===== src/rtl/battle_datapath.sv =====
// Battle datapath: HP registers, move selection and a shift-add damage multiplier.
// Optional critical hits (LFSR-driven damage doubling) are enabled by defining PBS_CRIT_EN.
module battle_datapath #(
  parameter int HP_W       = 4,
  parameter int ATK_W      = 4,
  parameter int P_ATK      = 3,
  parameter int AI_ATK     = 2,
  parameter int DMG_SHIFT  = 1,
  parameter int P_HP_INIT  = 15,
  parameter int AI_HP_INIT = 15
) (
  input  logic            clk,
  input  logic            reset_n,
  input  logic            ld_move,
  input  logic [1:0]      move_in,
  input  logic            calc_damage,
  input  logic            active_trainer,
  input  logic            target,
  input  logic            apply_damage,
  output logic            dmg_busy,
  output logic            dmg_valid,
  output logic [HP_W-1:0] damage,
  output logic [HP_W-1:0] p_hp,
  output logic [HP_W-1:0] ai_hp,
  output logic            hp_is_zero,
  output logic            crit
);

  localparam int PROD_W = 2 * ATK_W;
  localparam int CNT_W  = (ATK_W > 1) ? $clog2(ATK_W) : 1;
  localparam logic [HP_W-1:0] HP_MAX = {HP_W{1'b1}};

  typedef enum logic [1:0] {
    IDLE = 2'd0,
    MUL  = 2'd1,
    DONE = 2'd2
  } state_t;

  state_t             state_q, state_d;
  logic [HP_W-1:0]    p_hp_q, p_hp_d;
  logic [HP_W-1:0]    ai_hp_q, ai_hp_d;
  logic [HP_W-1:0]    damage_q, damage_d;
  logic               dmg_valid_q, dmg_valid_d;
  logic               crit_q, crit_d;
  logic               crit_flag_q, crit_flag_d;
  logic [1:0]         move_q, move_d;
  logic [1:0]         ai_move_q, ai_move_d;
  logic [CNT_W-1:0]   cnt_q, cnt_d;
  logic [ATK_W-1:0]   atk_q, atk_d;
  logic [PROD_W-1:0]  mcand_q, mcand_d;
  logic [PROD_W-1:0]  prod_q, prod_d;
  logic               start_s;
  logic [1:0]         sel_move_s;
  logic [HP_W-1:0]    clamped_s;

  function automatic logic [3:0] move_power(input logic [1:0] mv);
    case (mv)
      2'd0:    move_power = 4'd2;
      2'd1:    move_power = 4'd3;
      2'd2:    move_power = 4'd4;
      2'd3:    move_power = 4'd1;
      default: move_power = 4'd0;
    endcase
  endfunction

  // Scale the raw product and clamp into [1, HP_MAX]; a hit always does something.
  function automatic logic [HP_W-1:0] clamp_damage(input logic [PROD_W-1:0] prod);
    logic [PROD_W-1:0] sh;
    sh = prod >> DMG_SHIFT;
    if (sh == {PROD_W{1'b0}}) begin
      clamp_damage = HP_W'(1);
    end else if (sh > PROD_W'(HP_MAX)) begin
      clamp_damage = HP_MAX;
    end else begin
      clamp_damage = sh[HP_W-1:0];
    end
  endfunction

  function automatic logic [HP_W-1:0] sat_sub(input logic [HP_W-1:0] hp,
                                              input logic [HP_W-1:0] dmg);
    if (hp < dmg) begin
      sat_sub = {HP_W{1'b0}};
    end else begin
      sat_sub = hp - dmg;
    end
  endfunction

`ifdef PBS_CRIT_EN
  logic [3:0] lfsr_q, lfsr_d;

  function automatic logic [HP_W-1:0] dbl_sat(input logic [HP_W-1:0] d);
    logic [HP_W:0] t;
    t = {d, 1'b0};
    if (t[HP_W]) begin
      dbl_sat = HP_MAX;
    end else begin
      dbl_sat = t[HP_W-1:0];
    end
  endfunction

  // Free-running x^4+x^3+1 LFSR next-state.
  always_comb begin
    lfsr_d = {lfsr_q[2:0], lfsr_q[3] ^ lfsr_q[2]};
  end

  // LFSR register.
  always_ff @(posedge clk or negedge reset_n) begin
    if (!reset_n) begin
      lfsr_q <= 4'b1001;
    end else begin
      lfsr_q <= lfsr_d;
    end
  end
`endif

  assign sel_move_s = active_trainer ? ai_move_q : move_q;
  assign start_s    = (state_q == IDLE) && calc_damage && !dmg_valid_q;
  assign clamped_s  = clamp_damage(prod_q);

  // Next-state: move capture, multiplier sequencing, damage latch and HP update.
  always_comb begin
    state_d     = state_q;
    p_hp_d      = p_hp_q;
    ai_hp_d     = ai_hp_q;
    damage_d    = damage_q;
    dmg_valid_d = dmg_valid_q;
    crit_d      = crit_q;
    crit_flag_d = crit_flag_q;
    move_d      = move_q;
    ai_move_d   = ai_move_q;
    cnt_d       = cnt_q;
    atk_d       = atk_q;
    mcand_d     = mcand_q;
    prod_d      = prod_q;

    if (ld_move) begin
      move_d = move_in;
    end else begin
      move_d = move_q;
    end

    case (state_q)
      IDLE: begin
        if (start_s) begin
          mcand_d = PROD_W'(move_power(sel_move_s));
          atk_d   = active_trainer ? ATK_W'(AI_ATK) : ATK_W'(P_ATK);
          prod_d  = {PROD_W{1'b0}};
          cnt_d   = {CNT_W{1'b0}};
          state_d = MUL;
`ifdef PBS_CRIT_EN
          crit_flag_d = (lfsr_q[1:0] == 2'b00);
`else
          crit_flag_d = 1'b0;
`endif
          if (active_trainer) begin
            ai_move_d = ai_move_q + 2'd1;
          end else begin
            ai_move_d = ai_move_q;
          end
        end else begin
          state_d = IDLE;
        end
      end
      MUL: begin
        if (atk_q[0]) begin
          prod_d = prod_q + mcand_q;
        end else begin
          prod_d = prod_q;
        end
        mcand_d = mcand_q << 1;
        atk_d   = atk_q >> 1;
        cnt_d   = cnt_q + CNT_W'(1);
        if (cnt_q == CNT_W'(ATK_W - 1)) begin
          state_d = DONE;
        end else begin
          state_d = MUL;
        end
      end
      DONE: begin
`ifdef PBS_CRIT_EN
        damage_d = crit_flag_q ? dbl_sat(clamped_s) : clamped_s;
`else
        damage_d = clamped_s;
`endif
        crit_d      = crit_flag_q;
        dmg_valid_d = 1'b1;
        state_d     = IDLE;
      end
      default: begin
        state_d = IDLE;
      end
    endcase

    // Valid is never set in DONE while already high, so apply cannot race the latch.
    if (apply_damage && dmg_valid_q) begin
      dmg_valid_d = 1'b0;
      if (target) begin
        ai_hp_d = sat_sub(ai_hp_q, damage_q);
      end else begin
        p_hp_d = sat_sub(p_hp_q, damage_q);
      end
    end else begin
      p_hp_d  = p_hp_d;
      ai_hp_d = ai_hp_d;
    end
  end

  // State and datapath registers.
  always_ff @(posedge clk or negedge reset_n) begin
    if (!reset_n) begin
      state_q     <= IDLE;
      p_hp_q      <= HP_W'(P_HP_INIT);
      ai_hp_q     <= HP_W'(AI_HP_INIT);
      damage_q    <= {HP_W{1'b0}};
      dmg_valid_q <= 1'b0;
      crit_q      <= 1'b0;
      crit_flag_q <= 1'b0;
      move_q      <= 2'd0;
      ai_move_q   <= 2'd0;
      cnt_q       <= {CNT_W{1'b0}};
      atk_q       <= {ATK_W{1'b0}};
      mcand_q     <= {PROD_W{1'b0}};
      prod_q      <= {PROD_W{1'b0}};
    end else begin
      state_q     <= state_d;
      p_hp_q      <= p_hp_d;
      ai_hp_q     <= ai_hp_d;
      damage_q    <= damage_d;
      dmg_valid_q <= dmg_valid_d;
      crit_q      <= crit_d;
      crit_flag_q <= crit_flag_d;
      move_q      <= move_d;
      ai_move_q   <= ai_move_d;
      cnt_q       <= cnt_d;
      atk_q       <= atk_d;
      mcand_q     <= mcand_d;
      prod_q      <= prod_d;
    end
  end

  assign dmg_busy   = (state_q == MUL);
  assign dmg_valid  = dmg_valid_q;
  assign damage     = damage_q;
  assign p_hp       = p_hp_q;
  assign ai_hp      = ai_hp_q;
  assign crit       = crit_q;
  assign hp_is_zero = target ? (ai_hp_q == {HP_W{1'b0}}) : (p_hp_q == {HP_W{1'b0}});

endmodule

===== config.mk =====
export PLATFORM = sky130hd
export DESIGN_NAME = battle_datapath
export DESIGN_NICKNAME = d
export VERILOG_FILES = /design/src/rtl/battle_datapath.sv
export SDC_FILE = /design/constraint.sdc
export NUM_CORES = 1
export LEC_CHECK = 0
export BUFFER_PORTS_ARGS = -buffer_cell sky130_fd_sc_hd__buf_2
export CAP_MARGIN = 5
export CELL_PAD_IN_SITES_DETAIL_PLACEMENT = 1
export CELL_PAD_IN_SITES_GLOBAL_PLACEMENT = 2
export CORE_AREA = 2 2 77 79
export DETAILED_ROUTE_END_ITERATION = 12
export DIE_AREA = 0 0 79 81
export HOLD_SLACK_MARGIN = 0.05
export PLACE_DENSITY_LB_ADDON = 0.2
export SYNTH_ARGS = -nofsm -noshare
export SYNTH_HDL_FRONTEND = slang
export SYNTH_SLANG_ARGS = --single-unit

===== constraint.sdc =====
create_clock -name clk -period 4.9 [get_ports clk]
set_input_delay 0.98 -clock clk [delete_from_list [all_inputs] [get_ports clk]]
set_output_delay 0.98 -clock clk [all_outputs]
set_load 0.05 [all_outputs]

==> results.cfg <==
[synthesis]
syn_area_um2 = 2165
synth-seq-cells = 39
synthArstFlopShare = 1.000
ys_top_cells_by_area = dfrtp_1 (36%), dfstp_2 (9.7%), ha_1 (9.2%), nand2_1 (5.2%), o21ai_0 (3.5%)
ys_seq_area_frac = 0.4555
synth-edff-count = 0
synth_top_area_share = 0.3584
syn_nets = 240
synth.largest_area_cell = dfrtp_1
synth_ff_type = dfrtp_1
ys_types = 45
synth.avg_cell_area_um2 = 10.21
synth.yosys.warnings = 0
syn_inst = 212

[global_routing]
antenna_found_initial = 0
grt_pass1_wl_um = 8010
overflow = 0
grt_max_degree = 40
grt_pass1_vias = 1616
grt_usage = 0.1632

[layout]
multiInputGateArea_um2 = 1117
fillers = 687
layout_commonest_cell = dfrtp_1
drive_gt1_frac = 0.2059
final_cell_mix = dfrtp_1 (31), nand2_1 (30), buf_2 (23), ha_1 (16), o21ai_0 (15)
syn_to_final_growth_pct = 13.24
nets = 265
final_design_area_no_fill_um2 = 2451
num_antenna_cells = 0
regArea_um2 = 985.9

[routing]
wl_met1_um = 2194
wl_per_cell_um = 14.66
route.met3.wl_um = 164
detail-route-antenna-nets = 0
drc_errors = 0
first_iter_violations = 51
wl_met2_um = 2183
dr_total_vias = 1626
dr.max_layer_used = met4
drt_wl_total_um = 4589
drt_first_pass_iters = 4
viasPerCell = 5.195

[sta]
skew_ns = 0.006942
tightest_slew_ns = 0.8960
setup_violations = 0
finalSetupTns_ns = 0
period_needed_ns = 3.077
slew-limit-headroom = 0.4026
drv_slew = 0
finalHoldViolCount = 0
finalCritPeriodShare = 0.6279
rsz0062_at_grt = no
max_freq_ghz = 0.3250

[floorplan]
die_h_um = 81
rows = 28
io_pins = 25
core_um2 = 5675
dieArea_um2 = 6399
die_w_um = 79
initial_core_util = 0.3814

[worst_setup_path]
cp-start-kind = primary input
path_max_fanout = 4
r2r_cells = 6
arrival_ns = 2.10
path_class = primary input to output pin
worst_setup_path_end_kind = output pin
cp.required_ns = 3.92

[cts]
htreeDepth = 2
cts.sinks = 39
cts_buffer_depth = 2
cts.clk_slew.worst_paths_ns = 0.07
cts_tree = yes
cts_resized = 0
cts_setup_buffers = 0
cts_hold_buf = 0
cts_root_buf = clkbuf_8
numCtsBuffers = 5
clock_latency_ns = 0.29

[placement]
place_area_um2 = 2351
finalWeightedCongestion = 0.7299
hpwl_um = 3475
io_buffers = 23

[flow_run]
max-cap-violations = 0

[worst_hold_path]
hold_path.class = flip-flop to flip-flop
hold_depth = 1

[power_and_ir_drop]
ir_worst_vdd_mv = 0.4137
power.total_mw = 1.392
power_density_nw_per_um2 = 568.0
p_leak_nw = 1.184

[status]
status = complete, no violations
==> metrics by stage <==
| step | hold WS [ns] | cells | utilization | worst slack (ns) |
|---|---|---|---|---|
| 6_report | 0.4786 | 313 | 0.4319 | 1.823 |
| 5_1_grt | 0.5051 | 313 | 0.4319 | 1.771 |
| 4_1_cts | 0.4806 | 313 | 0.4319 | 1.824 |
| 3_5_place_dp | 0.4655 | 305 | 0.4142 | 1.826 |
| 3_3_place_gp | 0.4593 | 305 | 0.4142 | 1.829 |
| 2_1_floorplan | 0.4400 | 212 | - | 1.587 |
==> synthesized netlist by cell type, drive strengths merged, types with 2 or more instances <==
| master | instances |
|---|---|
| a211oi | 2 |
| a21o | 7 |
| nor4b | 2 |
| fa | 3 |
| nand2b | 2 |
| or4 | 2 |
| nor3 | 8 |
| clkbuf | 4 |
| dfrtp | 31 |
| nand3 | 9 |
| xor2 | 3 |
| mux2 | 4 |
| o21ai | 15 |
| a21oi | 11 |
| a22o | 6 |
| or4b | 3 |
| xnor2 | 6 |
| inv | 8 |
| mux2i | 3 |
| nor2b | 2 |
| nor2 | 10 |
| nand2 | 31 |
| ha | 16 |
| and2 | 2 |
| dfstp | 8 |
==> per-layer routing <==
metal,global-route usage,vias to the layer above
met3,0.03889,5
met4,0.04655,0
met5,0,-
met2,0.2686,21
li1,-,802
met1,0.2162,798
==> power breakdown <==
group          internal, mW  switching, mW
combinational         0.233          0.403
sequential            0.424         0.0946
clock                 0.129          0.108
==> registers in the layout, indices dropped and copies added, names as in the netlist <==
name,count
ai_hp,4
ai_move_q,2
atk_q,2
cnt_q,2
damage,4
dmg_valid,1
mcand_q,8
move_q,2
p_hp,4
prod_q,8
state_q,2
==> cell type report <==
| class | instances | area share |
|---|---|---|
| Tap cell | 75 | 0.03828 |
| Multi-Input combinational cell | 159 | 0.4558 |
| Clock buffer | 8 | 0.04084 |
| Timing Repair Buffer | 23 | 0.04696 |
| Inverter | 9 | 0.01582 |
| Sequential cell | 39 | 0.4022 |
==> critical path, cell delays in order <==
cell and delay (ns):
buf_2 0.10, or4b_2 0.58, o22ai_1 0.16, buf_2 0.28
==> path summary, 6_finish.rpt <==
| path | start | to | slack, ns |
|---|---|---|---|
| setup / recovery | target | hp_is_zero | 1.82 |
| hold / removal | prod_q[7] | prod_q[7] | 0.48 |
| setup reg to reg | prod_q[2] | prod_q[7] | 2.79 |
| hold reg to reg | prod_q[7] | prod_q[7] | 0.48 |
| max in group asynchronous | reset_n | mcand_q[0] | 3.52 |
| min in group asynchronous | reset_n | move_q[0] | 0.80 |
==> cells by family (layout without fill, tap and decap cells) <==
logic type / after synthesis / after routing / share of synthesized area
buf+inv: 14 / 40 / 0.02832
compound gates: 48 / 48 / 0.1428
fa+ha+maj: 19 / 19 / 0.1202
other cells: 1 / 1 / 0.001732
flops: 39 / 39 / 0.4555
mux: 7 / 7 / 0.03468
simple gates: 75 / 75 / 0.1804
xor+xnor: 9 / 9 / 0.03642
Note: power is estimated with default switching activity, not from simulation.
